==> config.mk <==
export PLATFORM = sky130hd
export DESIGN_NAME = apb_master
export DESIGN_NICKNAME = d
export VERILOG_FILES = /design/src/rtl/apb_pkg.sv /design/src/rtl/apb_master_cmd_reg.sv /design/src/rtl/apb_master.sv
export SDC_FILE = /design/constraint.sdc
export NUM_CORES = 1
export LEC_CHECK = 0
export ABC_AREA = 1
export CAP_MARGIN = 15
export CORE_MARGIN = 2
export CORE_UTILIZATION = 40
export DETAILED_ROUTE_END_ITERATION = 8
export MAX_ROUTING_LAYER = met4
export PLACE_DENSITY = 0.84
export REMOVE_ABC_BUFFERS = 1
export SLEW_MARGIN = 5
export SYNTH_ARGS = -nofsm -noshare
export SYNTH_HDL_FRONTEND = slang
export SYNTH_HIERARCHICAL = 1
export SYNTH_SLANG_ARGS = --single-unit
==> constraint.sdc <==
create_clock -name pclk -period 1.6 [get_ports pclk]
set_clock_uncertainty 0.15 [all_clocks]
set_input_delay 0.32 -clock pclk [delete_from_list [all_inputs] [get_ports pclk]]
set_output_delay 0.32 -clock pclk [all_outputs]
set_load 0.05 [all_outputs]
==> src/rtl/apb_pkg.sv <==
// Shared types and constants for the APB requester: FSM state encoding,
// APB protection bits and default bus widths.
package apb_pkg;

    localparam int unsigned APB_ADDR_W = 32;
    localparam int unsigned APB_DATA_W = 32;

    localparam logic [2:0] PROT_NORMAL = 3'b000;
    localparam logic [2:0] PROT_PRIV   = 3'b001;
    localparam logic [2:0] PROT_NONSEC = 3'b010;
    localparam logic [2:0] PROT_INSTR  = 3'b100;

    typedef enum logic [1:0] {
        IDLE   = 2'd0,
        SETUP  = 2'd1,
        ACCESS = 2'd2,
        RESP   = 2'd3
    } apb_state_e;

    function automatic int unsigned strb_w(input int unsigned data_w);
        return data_w / 8;
    endfunction

endpackage

==> src/rtl/apb_master_cmd_reg.sv <==
// Command capture register: latches the accepted command and presents it
// unchanged on the APB address/control/data lines until the next accept.
module apb_master_cmd_reg
    import apb_pkg::*;
#(
    parameter  int unsigned ADDR_W = APB_ADDR_W,
    parameter  int unsigned DATA_W = APB_DATA_W,
    localparam int unsigned STRB_W = strb_w(DATA_W)
) (
    input  logic              clk_i,
    input  logic              rst_i,
    input  logic              load_i,
    input  logic [ADDR_W-1:0] addr_i,
    input  logic              write_i,
    input  logic [DATA_W-1:0] wdata_i,
    input  logic [STRB_W-1:0] strb_i,
    input  logic [2:0]        prot_i,
    output logic [ADDR_W-1:0] addr_o,
    output logic              write_o,
    output logic [DATA_W-1:0] wdata_o,
    output logic [STRB_W-1:0] strb_o,
    output logic [2:0]        prot_o
);

    logic [ADDR_W-1:0] addr_q;
    logic              write_q;
    logic [DATA_W-1:0] wdata_q;
    logic [STRB_W-1:0] strb_q;
    logic [2:0]        prot_q;

    // NOTE: flops use non-blocking assignments so every register samples pre-edge values.
    always_ff @(posedge clk_i) begin
        if (rst_i) begin
            addr_q  <= '0;
            write_q <= 1'b0;
            wdata_q <= '0;
            strb_q  <= '0;
            prot_q  <= '0;
        end else if (load_i) begin
            addr_q  <= addr_i;
            write_q <= write_i;
            wdata_q <= wdata_i;
            // Reads never present byte strobes on the bus.
            strb_q  <= write_i ? strb_i : '0;
            prot_q  <= prot_i;
        end
    end

    assign addr_o  = addr_q;
    assign write_o = write_q;
    assign wdata_o = wdata_q;
    assign strb_o  = strb_q;
    assign prot_o  = prot_q;

endmodule

==> src/rtl/apb_master.sv <==
// APB requester: one command at a time, SETUP -> ACCESS -> response.
// Define APB_MASTER_TIMEOUT_EN to abort ACCESS after TIMEOUT_CYC wait cycles.
module apb_master
    import apb_pkg::*;
#(
    parameter  int unsigned ADDR_W      = APB_ADDR_W,
    parameter  int unsigned DATA_W      = APB_DATA_W,
    parameter  int unsigned TIMEOUT_CYC = 256,
    localparam int unsigned STRB_W      = strb_w(DATA_W)
) (
    input  logic              pclk,
    input  logic              preset,
    input  logic              cmd_valid,
    output logic              cmd_ready,
    input  logic [ADDR_W-1:0] cmd_addr,
    input  logic              cmd_write,
    input  logic [DATA_W-1:0] cmd_wdata,
    input  logic [STRB_W-1:0] cmd_strb,
    input  logic [2:0]        cmd_prot,
    output logic              rsp_valid,
    input  logic              rsp_ready,
    output logic [DATA_W-1:0] rsp_rdata,
    output logic              rsp_err,
    output logic [ADDR_W-1:0] paddr,
    output logic [2:0]        pprot,
    output logic              pselx,
    output logic              penable,
    output logic              pwrite,
    output logic [DATA_W-1:0] pwdata,
    output logic [STRB_W-1:0] pstrb,
    input  logic              pready,
    input  logic [DATA_W-1:0] prdata,
    input  logic              pslverr
);

    apb_state_e        state_q, state_d;
    logic              cmd_load;
    logic [DATA_W-1:0] rdata_q, rdata_d;
    logic              err_q, err_d;
    logic              timeout_hit;

    apb_master_cmd_reg #(
        .ADDR_W (ADDR_W),
        .DATA_W (DATA_W)
    ) u_cmd_reg (
        .clk_i   (pclk),
        .rst_i   (preset),
        .load_i  (cmd_load),
        .addr_i  (cmd_addr),
        .write_i (cmd_write),
        .wdata_i (cmd_wdata),
        .strb_i  (cmd_strb),
        .prot_i  (cmd_prot),
        .addr_o  (paddr),
        .write_o (pwrite),
        .wdata_o (pwdata),
        .strb_o  (pstrb),
        .prot_o  (pprot)
    );

`ifdef APB_MASTER_TIMEOUT_EN
    localparam int unsigned CNT_W = $clog2(TIMEOUT_CYC + 1);

    logic [CNT_W-1:0] wait_q, wait_d;

    // Cleared during SETUP so the first ACCESS cycle sees zero.
    always_comb begin
        wait_d = wait_q;
        if (state_q == SETUP) begin
            wait_d = '0;
        end else if (state_q == ACCESS) begin
            wait_d = wait_q + CNT_W'(1);
        end
    end

    always_ff @(posedge pclk) begin
        if (preset) begin
            wait_q <= '0;
        end else begin
            wait_q <= wait_d;
        end
    end

    assign timeout_hit = (state_q == ACCESS) && (wait_q == CNT_W'(TIMEOUT_CYC - 1));
`else
    logic unused_timeout_cyc;
    assign unused_timeout_cyc = ^TIMEOUT_CYC;
    assign timeout_hit        = 1'b0;
`endif

    // NOTE: every signal written here gets a default first so no latch is inferred.
    always_comb begin
        state_d   = state_q;
        cmd_ready = 1'b0;
        cmd_load  = 1'b0;
        pselx     = 1'b0;
        penable   = 1'b0;
        rsp_valid = 1'b0;
        rdata_d   = rdata_q;
        err_d     = err_q;
        unique case (state_q)
            IDLE: begin
                cmd_ready = 1'b1;
                if (cmd_valid) begin
                    cmd_load = 1'b1;
                    state_d  = SETUP;
                end
            end
            SETUP: begin
                pselx   = 1'b1;
                state_d = ACCESS;
            end
            ACCESS: begin
                pselx   = 1'b1;
                penable = 1'b1;
                // pready on the limit cycle completes normally.
                if (pready) begin
                    rdata_d = pwrite ? '0 : prdata;
                    err_d   = pslverr;
                    state_d = RESP;
                end else if (timeout_hit) begin
                    rdata_d = '0;
                    err_d   = 1'b1;
                    state_d = RESP;
                end
            end
            RESP: begin
                rsp_valid = 1'b1;
                if (rsp_ready) begin
                    state_d = IDLE;
                end
            end
            default: state_d = IDLE;
        endcase
    end

    always_ff @(posedge pclk) begin
        if (preset) begin
            state_q <= IDLE;
            rdata_q <= '0;
            err_q   <= 1'b0;
        end else begin
            state_q <= state_d;
            rdata_q <= rdata_d;
            err_q   <= err_d;
        end
    end

    assign rsp_rdata = rdata_q;
    assign rsp_err   = err_q;

endmodule

# Yosys cells after proc, flatten, opt, wreduce, memory -nomap -nowiden
# Index checks and enable logic that the tools add are counted.
# classes
muxes	12
eq_ne	6
reduce_logical	4
# op_table
op	n
32-bit two-way mux	1
2-bit one-hot mux with 4 select lines	1
1-bit two-way mux	6
2-bit two-way mux	3
2-bit inequality test, second input constant	3
2-bit == test, second input constant	2
4-bit two-way mux	1
3-bit AND reduction	1
2-bit by 1-bit == test with 1-bit output, second input constant	1
2-bit zero test	1
2-bit AND reduction	1
2-bit OR reduction	1
# word_totals
regBits	107
input_bits	110

# Logic depth before layout (Yosys ltp)
# depth
ltp_word	3
mapped_depth	9

# By module
# The synthesis kept the hierarchy.
# modules_own_cells
mod	n_inst	cells_each	area_each_um2	seq_area_each_um2
apb_master_cmd_reg	1	312	2682.6	1441.4
apb_master	1	174	1636.6	700.7

# Worst setup path before layout
# Ideal clock, no wire load.
# synth_path
path_kind	flip-flop to flip-flop
startpoint	register state_q[0]
endpoint	register u_cmd_reg.addr_q[10], in the netlist u_cmd_reg/addr_o[10]
stages_incl_launch_ff	10
path_slack_ns	-0.182
n_path_buf	2
required_ns	1.336
t_arrival_ns	1.518
synth_period_minus_slack_ns	1.782
cell_sequence	dfxtp_1 -> inv_1 -> ha_1 -> nand2_1 -> inv_1 -> buf_6 -> inv_4 -> buf_2 -> nor2_1 -> nor2_2
# synth_via
elab_chain_cells	2
# synth_lines
element	line_no	rtl
from (decl)	apb_master.sv:36	apb_state_e state_q, state_d;
from (signal assigned)	apb_master.sv:143	state_q <= state_d;
2-bit zero test	apb_master.sv:101	unique case (state_q)
1-bit two-way mux	apb_master.sv:101	
net cmd_load	apb_master.sv:37	logic cmd_load;
to (signal assigned)	apb_master_cmd_reg.sv:40	addr_q <= addr_i;
to (decl)	apb_master_cmd_reg.sv:25	logic [ADDR_W-1:0] addr_q;
# The timed path passes the listed nets, and every way through them passes these cells.
# A chain may end at the register's enable or synchronous reset.

# Worst setup path after layout
# layout_path
startpoint	register state_q[0]
endpoint	output pselx
# layout_via
elab_chain_cells	3
elab_cells_between_ends	4
# layout_lines
element	line_no	rtl
2-bit == test or 2-bit by 1-bit == test with 1-bit output (tied branches)	apb_master.sv:101	
2-bit OR reduction (no source line) *	--	
1-bit two-way mux *	apb_master.sv:101	
to (decl)	apb_master.sv:26	output logic pselx,
# Mark *: on every way between the ends. The rest lies on a longest branch, timed or not.

==> key figures <==
Clock network
  • Num CTS Buffers: 9
  • Total clock sinks: 107
  • Clock Pin Slew Worst Setup and Hold Paths: 90 ps
  • Root buf cell: clkbuf_8
  • H-tree levels: 3
  • Clock Path Buffers: 2
  • Clock Latency Late Sink: 340 ps
  • CTS tree: built

Setup path
  • Worst Setup End Kind: output port
  • RR Startpoint: state_q[1]$_SDFFE_PP0P_
  • Crit path arrival time: 1190 ps
  • Critical Path, Cell by Cell: inv_4 > ha_4 > buf_12
  • Flop2flop setup slack: 60 ps
  • Buf/Inv on CP: 2
  • Critical path type: register to output port
  • Critical Path Slowest Stage Cell: dfxtp_2
  • Critical path's top delay family: flip-flops
  • CP max FO: 3
  • Critical path's largest stage delay: 370 ps
  • R2R depth: 7
  • Worst flop-to-flop path endpoint: rsp_rdata[25]$_SDFFE_PP0P_
  • CP startpoint kind: register
  • CP required: 1130 ps

Layout
  • Antenna cell count: 0
  • Most common library cell in the layout ignoring fill and taps: nor2_1
  • Most frequent cells in the layout: nor2_1, buf_12, clkdlybuf4s50_1
  • Core Util, Final: 0.772
  • Synthesis-to-layout area growth: 86.3%
  • Share of cells above drive strength 1: 0.379
  • Nets: 814

Place
  • GPL Wtd Cong: 0.805
  • Place WS: -234 ps
  • Port bufs: approximately 220
  • Detail Placement HPWL: 10.4 mm

Pwr
  • P per Cell Area: 1650 nW/µm²
  • Lkg Pwr: 3.12 nW
  • Sw Share: 0.423
  • Reg power frac: 0.296
  • Gate power share: 0.574
  • Power Internal: approximately 7.7 mW
  • Clock share of power: 0.130
  • P_sw: 5.64 mW
  • Peak VDD IR: 914 µV

Worst hold path
  • HP Class: input pin to register
  • Hold Path Sink: rsp_rdata[11]$_SDFFE_PP0P_
  • Hold path cells: 3
  • Min-Delay Startpoint: preset

STA
  • Final setup viols: 4
  • Least-Margin Pin Slew: 334 ps
  • Final Worst Setup Slack: -58.8 ps
  • Fin. max-slew vios: 0
  • Final Hold Vio Count: 0
  • Fin crit period: 1660 ps
  • Period Utilization, post-route: 1.04
  • RSZ-0062 raised after global routing: true
  • Post-route setup TNS: -130 ps
  • Fmax: 603 MHz
  • Relative slew slack: 0.777

Floorplan
  • Initial Utilization: 0.415
  • Chip Width: 108 µm
  • Die area: 11600 µm²
  • Cell Rows: 37
  • Io pins: 219
  • Placeable Area: approximately 10000 µm²
  • Die height: approximately 110 µm

GRT
  • GR Util met2: 0.419
  • Largest net degree at the start of global routing: between 60 and 70
  • Met1 Usage GRT: 0.263
  • Most Used Layer, Global Route: met2
  • First-pass GRT wire length: 22.1 mm
  • Vias in the first global route: 4475
  • Gr usage total: 0.247
  • Total gr overflow: 0
  • Initial antenna violation count: 0
  • Met3 GRT Util: 0.113

Outcome
  • Failing checks: negative setup slack
  • Status: finished with violations

Routing
  • Post-route ant nets: 0
  • WL per Instance: 16.6 µm
  • DRC: 0
  • 1st-pass router iterations: 4
  • DR vias: 4171
  • Post-Route WL: 13.9 mm
  • DR iter-0 viols: 166
  • Via/cell ratio: between 4 and 5

Yosys
  • Gate Count Post-Synth: 486
  • Seq cells post-synth: 107
  • Sequential share of the synthesized area: 0.496
  • Yosys warnings: 6
  • Mean Syn Cell Area: 8.89 µm²
  • Mapped cell area: 4320 µm²
  • Netlist cell types: 23

Flow run
  • Max-Cap Viols: 0
-- worst min-delay path, stage by stage --
cell and delay, ps:
buf_2 130, buf_12 190, a21oi_2 110
-- power groups by stage --
stage	Combinational, mW	Clock, mW	Sequential (mW)
2_1_floorplan	1.75	0	5.58
3_3_place_gp	7.13	0	3.94
3_5_place_dp	7.29	0	3.99
4_1_cts	7.51	1.77	3.94
5_1_grt	8.00	1.89	4.01
6_report	7.64	1.73	3.95
-- kinds of logic after synthesis --
logic type / synth area share
simple gates: 0.253
flops: 0.496
compound gates: 0.173
buf+inv: 0.0698
fa+ha+maj: 0.00869
-- cells in the mapped netlist (all sizes together) --
cell type / n / area share
a21oi: 37 / 0.068
buf: 33 / 0.056
clkbuf: 2 / 0.0026
clkinv: 1 / 0.0020
dfxtp: 107 / 0.50
ha: 3 / 0.0087
inv: 10 / 0.0093
nand2: 47 / 0.041
nand3: 37 / 0.076
nor2: 140 / 0.13
o21ai: 68 / 0.10
or2: 1 / 0.0014
-- registers in the layout, summed over array words and instances, names as in the netlist --
| signal | flops |
|---|---|
| u_cmd_reg/prot_o | 3 |
| rsp_err | 1 |
| u_cmd_reg/addr_o | 32 |
| u_cmd_reg/strb_o | 4 |
| state_q | 2 |
| u_cmd_reg/wdata_o | 32 |
| u_cmd_reg/write_o | 1 |
| rsp_rdata | 32 |
-- repair_timing --
action | in CTS | in global routing
resized for setup | 12 | 9
pin swaps | 2 | 1
endpoints found under the setup margin | 17 | 38
buffers inserted | 4 | 1
hold buffers | 0 | 0
gates cloned | 0 | 1
-- worst max-delay path by stage --
| stage | slack (ps) | from | cells past startpoint | to |
|---|---|---|---|---|
| after floorplan | -1920 | state_q[0]$_SDFFE_PP0P_ | 7 | u_cmd_reg/addr_o[10]$_SDFFE_PP0P_ |
| after global routing | -100 | state_q[0]$_SDFFE_PP0P_ | 4 | cmd_ready |
| after detailed placement | -230 | cmd_valid | 6 | u_cmd_reg/wdata_o[21]$_SDFFE_PP0P_ |
| final | -60 | state_q[0]$_SDFFE_PP0P_ | 3 | pselx |
| after CTS | -60 | state_q[0]$_SDFFE_PP0P_ | 3 | pselx |
| after global placement | -140 | cmd_valid | 6 | u_cmd_reg/wdata_o[13]$_SDFFE_PP0P_ |
-- metal layers --
metal | share of wire | wire, µm
met1 | 0.37 | 5180
met2 | 0.50 | 6950
met3 | 0.11 | 1530
met4 | 0.020 | 277
met5 | 0 | 0
-- metrics by stage --
stage / area [µm²] / total power [mW] / hold slack, ps / cells
after floorplan: 4070 / 7.34 / 232 / 451
after global placement: 7700 / 11.1 / 341 / 820
after detailed placement: 7700 / 11.3 / 346 / 820
after CTS: 7990 / 13.2 / 270 / 838
after global routing: 8050 / 13.9 / 278 / 840
final: 8050 / 13.3 / 289 / 840
-- layout make-up --
type                    instances  area [µm²]
clock buffers                   9         124
clock inverters                 5        78.8
fillers                       648        2370
repair buffers                239        3550
multi-input cells             333        1920
flip-flops and latches        107        2140
well taps                     136         170
inverters                      11        53.8
(Power assumes the default switching activity.)
